**config.mk**
```make
export PLATFORM = sky130hd
export DESIGN_NAME = riscv_imm_gen
export DESIGN_NICKNAME = d
export VERILOG_FILES = /design/src/rtl/riscv_pkg.sv /design/src/rtl/riscv_skid_buf.sv /design/src/rtl/riscv_imm_gen.sv
export SDC_FILE = /design/constraint.sdc
export NUM_CORES = 1
export LEC_CHECK = 0
export CAP_MARGIN = 20
export CORE_AREA = 2 2 97 99
export DETAILED_ROUTE_END_ITERATION = 10
export DIE_AREA = 0 0 99 101
export GPL_ROUTABILITY_DRIVEN = 0
export PLACE_DENSITY = 0.95
export SYNTH_ARGS = -nofsm -noshare
export SYNTH_HDL_FRONTEND = slang
export SYNTH_HIERARCHICAL = 1
export SYNTH_SLANG_ARGS = --single-unit
export TNS_END_PERCENT = 10
```
**constraint.sdc**
```tcl
create_clock -name clk -period 2.5 [get_ports clk]
set_input_delay 0.625 -clock clk [delete_from_list [all_inputs] [get_ports clk]]
set_output_delay 0.625 -clock clk [all_outputs]
set_load 0.05 [all_outputs]
```
**src/rtl/riscv_pkg.sv**
```systemverilog
// riscv_pkg
//   Shared definitions for the immediate generator:
//     imm_fmt_e    - immediate format code carried on out_fmt
//     buf_state_e  - occupancy of the two-entry output buffer
//     OPC_*        - RV32/RV64 major opcodes that carry an immediate
//     decode_fmt() - maps inst[6:0] to an immediate format
package riscv_pkg;

    typedef enum logic [2:0] {
        FMT_NONE = 3'd0,
        FMT_I    = 3'd1,
        FMT_S    = 3'd2,
        FMT_B    = 3'd3,
        FMT_U    = 3'd4,
        FMT_J    = 3'd5
    } imm_fmt_e;

    typedef enum logic [1:0] {
        BUF_EMPTY = 2'd0,
        BUF_ONE   = 2'd1,
        BUF_FULL  = 2'd2
    } buf_state_e;

    localparam logic [6:0] OPC_LOAD   = 7'b0000011;
    localparam logic [6:0] OPC_OP_IMM = 7'b0010011;
    localparam logic [6:0] OPC_JALR   = 7'b1100111;
    localparam logic [6:0] OPC_STORE  = 7'b0100011;
    localparam logic [6:0] OPC_BRANCH = 7'b1100011;
    localparam logic [6:0] OPC_LUI    = 7'b0110111;
    localparam logic [6:0] OPC_AUIPC  = 7'b0010111;
    localparam logic [6:0] OPC_JAL    = 7'b1101111;

    // Every listed opcode ends in 2'b11, so compressed encodings
    // (inst[1:0] != 2'b11) fall through to FMT_NONE automatically.
    function automatic imm_fmt_e decode_fmt(input logic [6:0] opcode);
        imm_fmt_e fmt;
        case (opcode)
            OPC_LOAD, OPC_OP_IMM, OPC_JALR: fmt = FMT_I;
            OPC_STORE:                      fmt = FMT_S;
            OPC_BRANCH:                     fmt = FMT_B;
            OPC_LUI, OPC_AUIPC:             fmt = FMT_U;
            OPC_JAL:                        fmt = FMT_J;
            default:                        fmt = FMT_NONE;
        endcase
        return fmt;
    endfunction

endpackage

```
**src/rtl/riscv_skid_buf.sv**
```systemverilog
// riscv_skid_buf
//   Two-entry valid/ready buffer (output register + skid register) with
//   fully registered in_ready and out_valid.
//   Ports:
//     clk, rst_n          - clock, async active-low reset
//     flush               - synchronous discard of both entries
//     in_valid/in_ready   - upstream handshake, in_data payload
//     out_valid/out_ready - downstream handshake, out_data payload
module riscv_skid_buf
    import riscv_pkg::*;
#(
    parameter int W = 8
) (
    input  logic         clk,
    input  logic         rst_n,
    input  logic         flush,
    input  logic         in_valid,
    output logic         in_ready,
    input  logic [W-1:0] in_data,
    output logic         out_valid,
    input  logic         out_ready,
    output logic [W-1:0] out_data
);

    buf_state_e   state;
    buf_state_e   next_state;
    logic         accept;
    logic         deliver;
    logic         load_out;
    logic         load_skid;
    logic         out_from_skid;
    logic [W-1:0] skid_data;

    assign accept  = in_valid && in_ready;
    assign deliver = out_valid && out_ready;

    // State register; in_ready and out_valid are registered copies of the
    // next state so neither depends combinationally on the other side.
    always_ff @(posedge clk or negedge rst_n) begin
        if (!rst_n) begin
            state     <= BUF_EMPTY;
            in_ready  <= 1'b0;
            out_valid <= 1'b0;
        end else begin
            state     <= next_state;
            in_ready  <= (next_state != BUF_FULL);
            out_valid <= (next_state != BUF_EMPTY);
        end
    end

    // Next-state logic; flush wins over any handshake in the same cycle.
    always_comb begin
        next_state = state;
        if (flush) begin
            next_state = BUF_EMPTY;
        end else begin
            case (state)
                BUF_EMPTY: if (accept) next_state = BUF_ONE;
                BUF_ONE: begin
                    if (accept && !deliver)      next_state = BUF_FULL;
                    else if (deliver && !accept) next_state = BUF_EMPTY;
                end
                BUF_FULL:  if (deliver) next_state = BUF_ONE;
                default:   next_state = BUF_EMPTY;
            endcase
        end
    end

    // Datapath controls. A new entry goes straight to the output register
    // whenever that register is (or is becoming) free; otherwise it parks
    // in the skid register. Draining FULL promotes the skid entry.
    always_comb begin
        load_out      = 1'b0;
        load_skid     = 1'b0;
        out_from_skid = 1'b0;
        if (!flush) begin
            case (state)
                BUF_EMPTY: load_out = accept;
                BUF_ONE: begin
                    load_out  = accept && deliver;
                    load_skid = accept && !deliver;
                end
                BUF_FULL: begin
                    load_out      = deliver;
                    out_from_skid = 1'b1;
                end
                default: ;
            endcase
        end
    end

    always_ff @(posedge clk or negedge rst_n) begin
        if (!rst_n) begin
            out_data  <= '0;
            skid_data <= '0;
        end else begin
            if (load_out)  out_data  <= out_from_skid ? skid_data : in_data;
            if (load_skid) skid_data <= in_data;
        end
    end

endmodule

```
**src/rtl/riscv_imm_gen.sv**
```systemverilog
// riscv_imm_gen
//   Decodes the immediate of a RISC-V instruction word, sign-extends it to
//   XLEN and returns it through a two-entry registered buffer together with
//   its format code and sideband tag.
//   Ports:
//     clk, rst_n          - clock, async active-low reset
//     flush               - discard all held entries
//     in_valid/in_ready   - input handshake for inst and in_tag
//     out_valid/out_ready - output handshake for out_imm, out_fmt, out_tag
module riscv_imm_gen
    import riscv_pkg::*;
#(
    parameter int XLEN  = 32,
    parameter int TAG_W = 8
) (
    input  logic             clk,
    input  logic             rst_n,
    input  logic             flush,
    input  logic             in_valid,
    output logic             in_ready,
    input  logic [31:0]      inst,
    input  logic [TAG_W-1:0] in_tag,
    output logic             out_valid,
    input  logic             out_ready,
    output logic [XLEN-1:0]  out_imm,
    output logic [2:0]       out_fmt,
    output logic [TAG_W-1:0] out_tag
);

    if (XLEN != 32 && XLEN != 64) begin : g_bad_xlen
        $error("riscv_imm_gen: XLEN must be 32 or 64");
    end

    localparam int PW = XLEN + 3 + TAG_W;

    imm_fmt_e               fmt;
    logic signed [31:0]     imm32;
    logic [XLEN-1:0]        imm;
    logic [PW-1:0]          in_data;
    logic [PW-1:0]          out_data;

    // Every format places the sign bit at inst[31], so a 32-bit signed
    // immediate is built first and then widened with one signed cast.
    always_comb begin
        fmt   = decode_fmt(inst[6:0]);
        imm32 = '0;
        case (fmt)
            FMT_I: imm32 = {{20{inst[31]}}, inst[31:20]};
            FMT_S: imm32 = {{20{inst[31]}}, inst[31:25], inst[11:7]};
            FMT_B: imm32 = {{19{inst[31]}}, inst[31], inst[7], inst[30:25],
                            inst[11:8], 1'b0};
            FMT_U: imm32 = {inst[31:12], 12'b0};
            FMT_J: imm32 = {{11{inst[31]}}, inst[31], inst[19:12], inst[20],
                            inst[30:21], 1'b0};
            default: imm32 = '0;
        endcase
    end

    assign imm     = XLEN'(imm32);
    assign in_data = {imm, fmt, in_tag};

    riscv_skid_buf #(
        .W (PW)
    ) u_buf (
        .clk       (clk),
        .rst_n     (rst_n),
        .flush     (flush),
        .in_valid  (in_valid),
        .in_ready  (in_ready),
        .in_data   (in_data),
        .out_valid (out_valid),
        .out_ready (out_ready),
        .out_data  (out_data)
    );

    assign out_imm = out_data[PW-1 -: XLEN];
    assign out_fmt = out_data[TAG_W +: 3];
    assign out_tag = out_data[TAG_W-1:0];

endmodule

```
==> flow_summary_export.csv <==
group,metric,value,unit
clock_tree,cts_inserted_buffers,9,
setup_path,critPathKind,"reg2out",
route,viasPerCell,6.61,
layout,stdcell_count,634,
placed_design,dp_hpwl,8860,um
setup_path,cp-start-kind,"flip-flop",
power_and_ir_drop,netSwitchingPower,2.12,mW
die,die_area,10000,um^2
synth,synth-seq-cells,90,
timing,period_share,92.2,%
power_and_ir_drop,pwr-share-seq,36.8,%
timing,finalCriticalPeriod,2.31,ns
synth,avgSynthCellArea,11.2,um^2
setup_path,worst_path_max_delay_cell,"clkdlybuf4s50_1",
timing,whs,0.199,ns
clock_tree,ctsHoldBuffers,0,
synth,yosys.area.top_type_share,45.6,%
placed_design,post_dp_cell_area,5980,um^2
route,drcViolationCount,0,
synth,yosysWarnings,6,
global_routing,busiest_layer,"met2",
route,wl_per_cell,21.2,um
global_routing,grt_use_met2,44.9,%
layout,diodes,0,
global_routing,grt_antenna_before_repair,0,
route,via_count,4191,
timing,slew_viol_final,0,
setup_path,path_delay_family,"buffers and inverters",
timing,timing.fmax,434,MHz
synth,synthesis.nets,487,
global_routing,met1_usage,35.5,%
setup_path,crit_chain,"clkdlybuf4s50_1",
route,drtAntennaViolNets,0,
layout,drive_gt1_share,18.0,%
route,drt_iter0_drc,378,
power_and_ir_drop,ir_worst_vdd,466,uV
power_and_ir_drop,switching_share,39.1,%
clock_tree,clock_path_buffers,2,
global_routing,grt_pass1_wl,21700,um
layout,fin_nets,564,
global_routing,overflow,0,
die,dieWidth,99,um
timing,fin_setup_tns,0,ns
power_and_ir_drop,clkPwrFrac,22.1,%
setup_path,critPathBufInv,1,
synth,async_flop_share,100,%
timing,worst_slew_pin_slew,0.600,ns
synth,ys_types,50,
status,status,"complete, no violations",
global_routing,grtUsageTotal,27.3,%
synth,netlist_area,4940,um^2
layout,area_growth,26.0,%
power_and_ir_drop,powerDensity,871,nW/um^2
synth,yosysSeqAreaShare,45.6,%
clock_tree,cts_setup_buffers,0,
timing,setup_slack,0.194,ns
setup_path,required,1.88,ns
setup_path,end_kind,"primary output",
timing,rsz0062_at_grt,"no",
clock_tree,clock-sinks,90,
placed_design,placed_cells,619,
clock_tree,ctsResizeCount,0,
die,ios,90,
timing,setup-violations-final,0,
die,rows,35,
run,maxCapViolCount,0,
power_and_ir_drop,intPower,3.30,mW
global_routing,use_met3,5.62,%
timing,clock_skew,0.00814,ns
route,wl,13400,um
placed_design,io_buffers,89,
setup_path,crit_arrival,1.68,ns
die,start_util,55.0,%
placed_design,post-place-ws,-0.0647,ns
synth,netlist_instances,442,
synth,synth_top_cell_by_area,"dfrtp_1",
synth,synth.area.top_cells,"dfrtp_1, mux2_2, and3b_1",
timing,hold_viol_final,0,
global_routing,grt_pass1_vias,4252,
global_routing,grt_max_degree,45,
die,coreArea,8980,um^2
power_and_ir_drop,p_leak,2.91,nW
die,die_h,101,um
clock_tree,worst_skew_pair.late_latency,0.37,ns
setup_path,crit_path_max_incr_delay,0.85,ns
layout,fin_area,6220,um^2
timing,slew_headroom,59.9,%
layout,fill_cells,640,
clock_tree,cts_htree_levels,3,
setup_path,cp_max_fo,7,
synth,synth_edf_count,0,
worst_hold_path,hp-class,"in2async",
route,drt-pass1-iter-count,7,
clock_tree,clk_pin_slew,0.09,ns
power_and_ir_drop,p_comb_share,41.0,%
clock_tree,tritoncts,"done",
clock_tree,cts-root-buf,"clkbuf_8",
synth,synthFlopType,"dfrtp_1",
[path summary, 6_finish.rpt]
kind | from | endpoint | slack (ns) | cells past startpoint
worst min register to register | u_buf/skid_data[10] | u_buf/skid_data[10] | 0.49 | 1
worst max register to register | u_buf/state[1] | u_buf/out_data[37] | 0.60 | 5
worst min-delay path | rst_n | u_buf/out_data[22] | 0.20 | 1
max in group asynchronous | rst_n | u_buf/state[0] | 1.65 | 2
min in group clk | u_buf/skid_data[10] | u_buf/skid_data[10] | 0.49 | 1
worst max-delay path | u_buf/in_ready | in_ready | 0.19 | 1
[flip-flops by register name, indices dropped and copies added, names as in the netlist]
register,flops
u_buf/skid_data,43
u_buf/state,2
u_buf/in_ready,1
u_buf/out_valid,1
u_buf/out_data,43
[cell usage after synthesis (all sizes together), types with 2 or more instances]
| library cell | n |
|---|---|
| a21oi | 46 |
| mux2 | 44 |
| nor4 | 3 |
| dfrtp | 90 |
| buf | 23 |
| nor3 | 3 |
| nand2b | 2 |
| a21o | 20 |
| clkbuf | 26 |
| a22o | 4 |
| nand4b | 5 |
| and3 | 2 |
| and3b | 44 |
| nor2 | 3 |
| o211ai | 3 |
| nand2 | 3 |
| nand3b | 2 |
| a22oi | 43 |
| a21boi | 2 |
| a211oi | 46 |
| inv | 2 |
| nor4b | 2 |
| and2 | 8 |
[cells by family after synthesis]
family | synth area share [%]
flip-flops | 45.6
multiplexers | 10.1
AO/OA/AOI/OAI | 23.9
buffers and inverters | 5.30
AND/OR/NAND/NOR | 15.1
[final cells by class]
class | count | area [um^2] | share of cell area [%]
timing repair buffer | 115 | 1140 | 18.3
clock inverter | 5 | 103 | 1.65
tap | 111 | 139 | 2.23
multi-input combinational | 301 | 2440 | 39.3
sequential | 90 | 2250 | 36.2
clock buffer | 10 | 138 | 2.21
inverter | 2 | 7.51 | 0.121
[stage by stage]
stage	power (mW)	util [%]
after floorplan	3.41	-
after global placement	4.16	66.6
after detailed placement	4.23	66.6
after CTS	5.42	69.3
after global routing	5.65	69.3
final	5.42	69.3
[routing by layer]
metal	wire length, um	vias to the layer above
met5	0	-
li1	-	1851
met1	5530	2069
met3	940	43
met2	6500	228
met4	464	0
[power groups by stage]
stage,logic [mW],clock network [mW],registers (mW)
global placement,2.16,0,2.00
detailed placement,2.22,0,2.02
floorplan,0.622,0,2.79
CTS,2.22,1.20,1.99
global route,2.34,1.27,2.04
finish,2.22,1.20,2.00
[cell usage in the layout, fill, tap and decap left out, drive strengths merged, types with 2 or more instances in the layout]
master and count:
buf 28, nor4b 2, o211ai 3, a21boi 2, nor4 3, a21o 20
bufinv 3, and3 2, clkbuf 10, a22oi 43, a22o 4, a211oi 46
nand3b 2, nor3 3, dfrtp 90, nand4b 5, nor2 3, inv 2
nand2 3, nand2b 2, a21oi 46, clkdlybuf4s50 87, and3b 44, and2 8
mux2 44
Note: power is estimated with default switching activity, not from simulation.
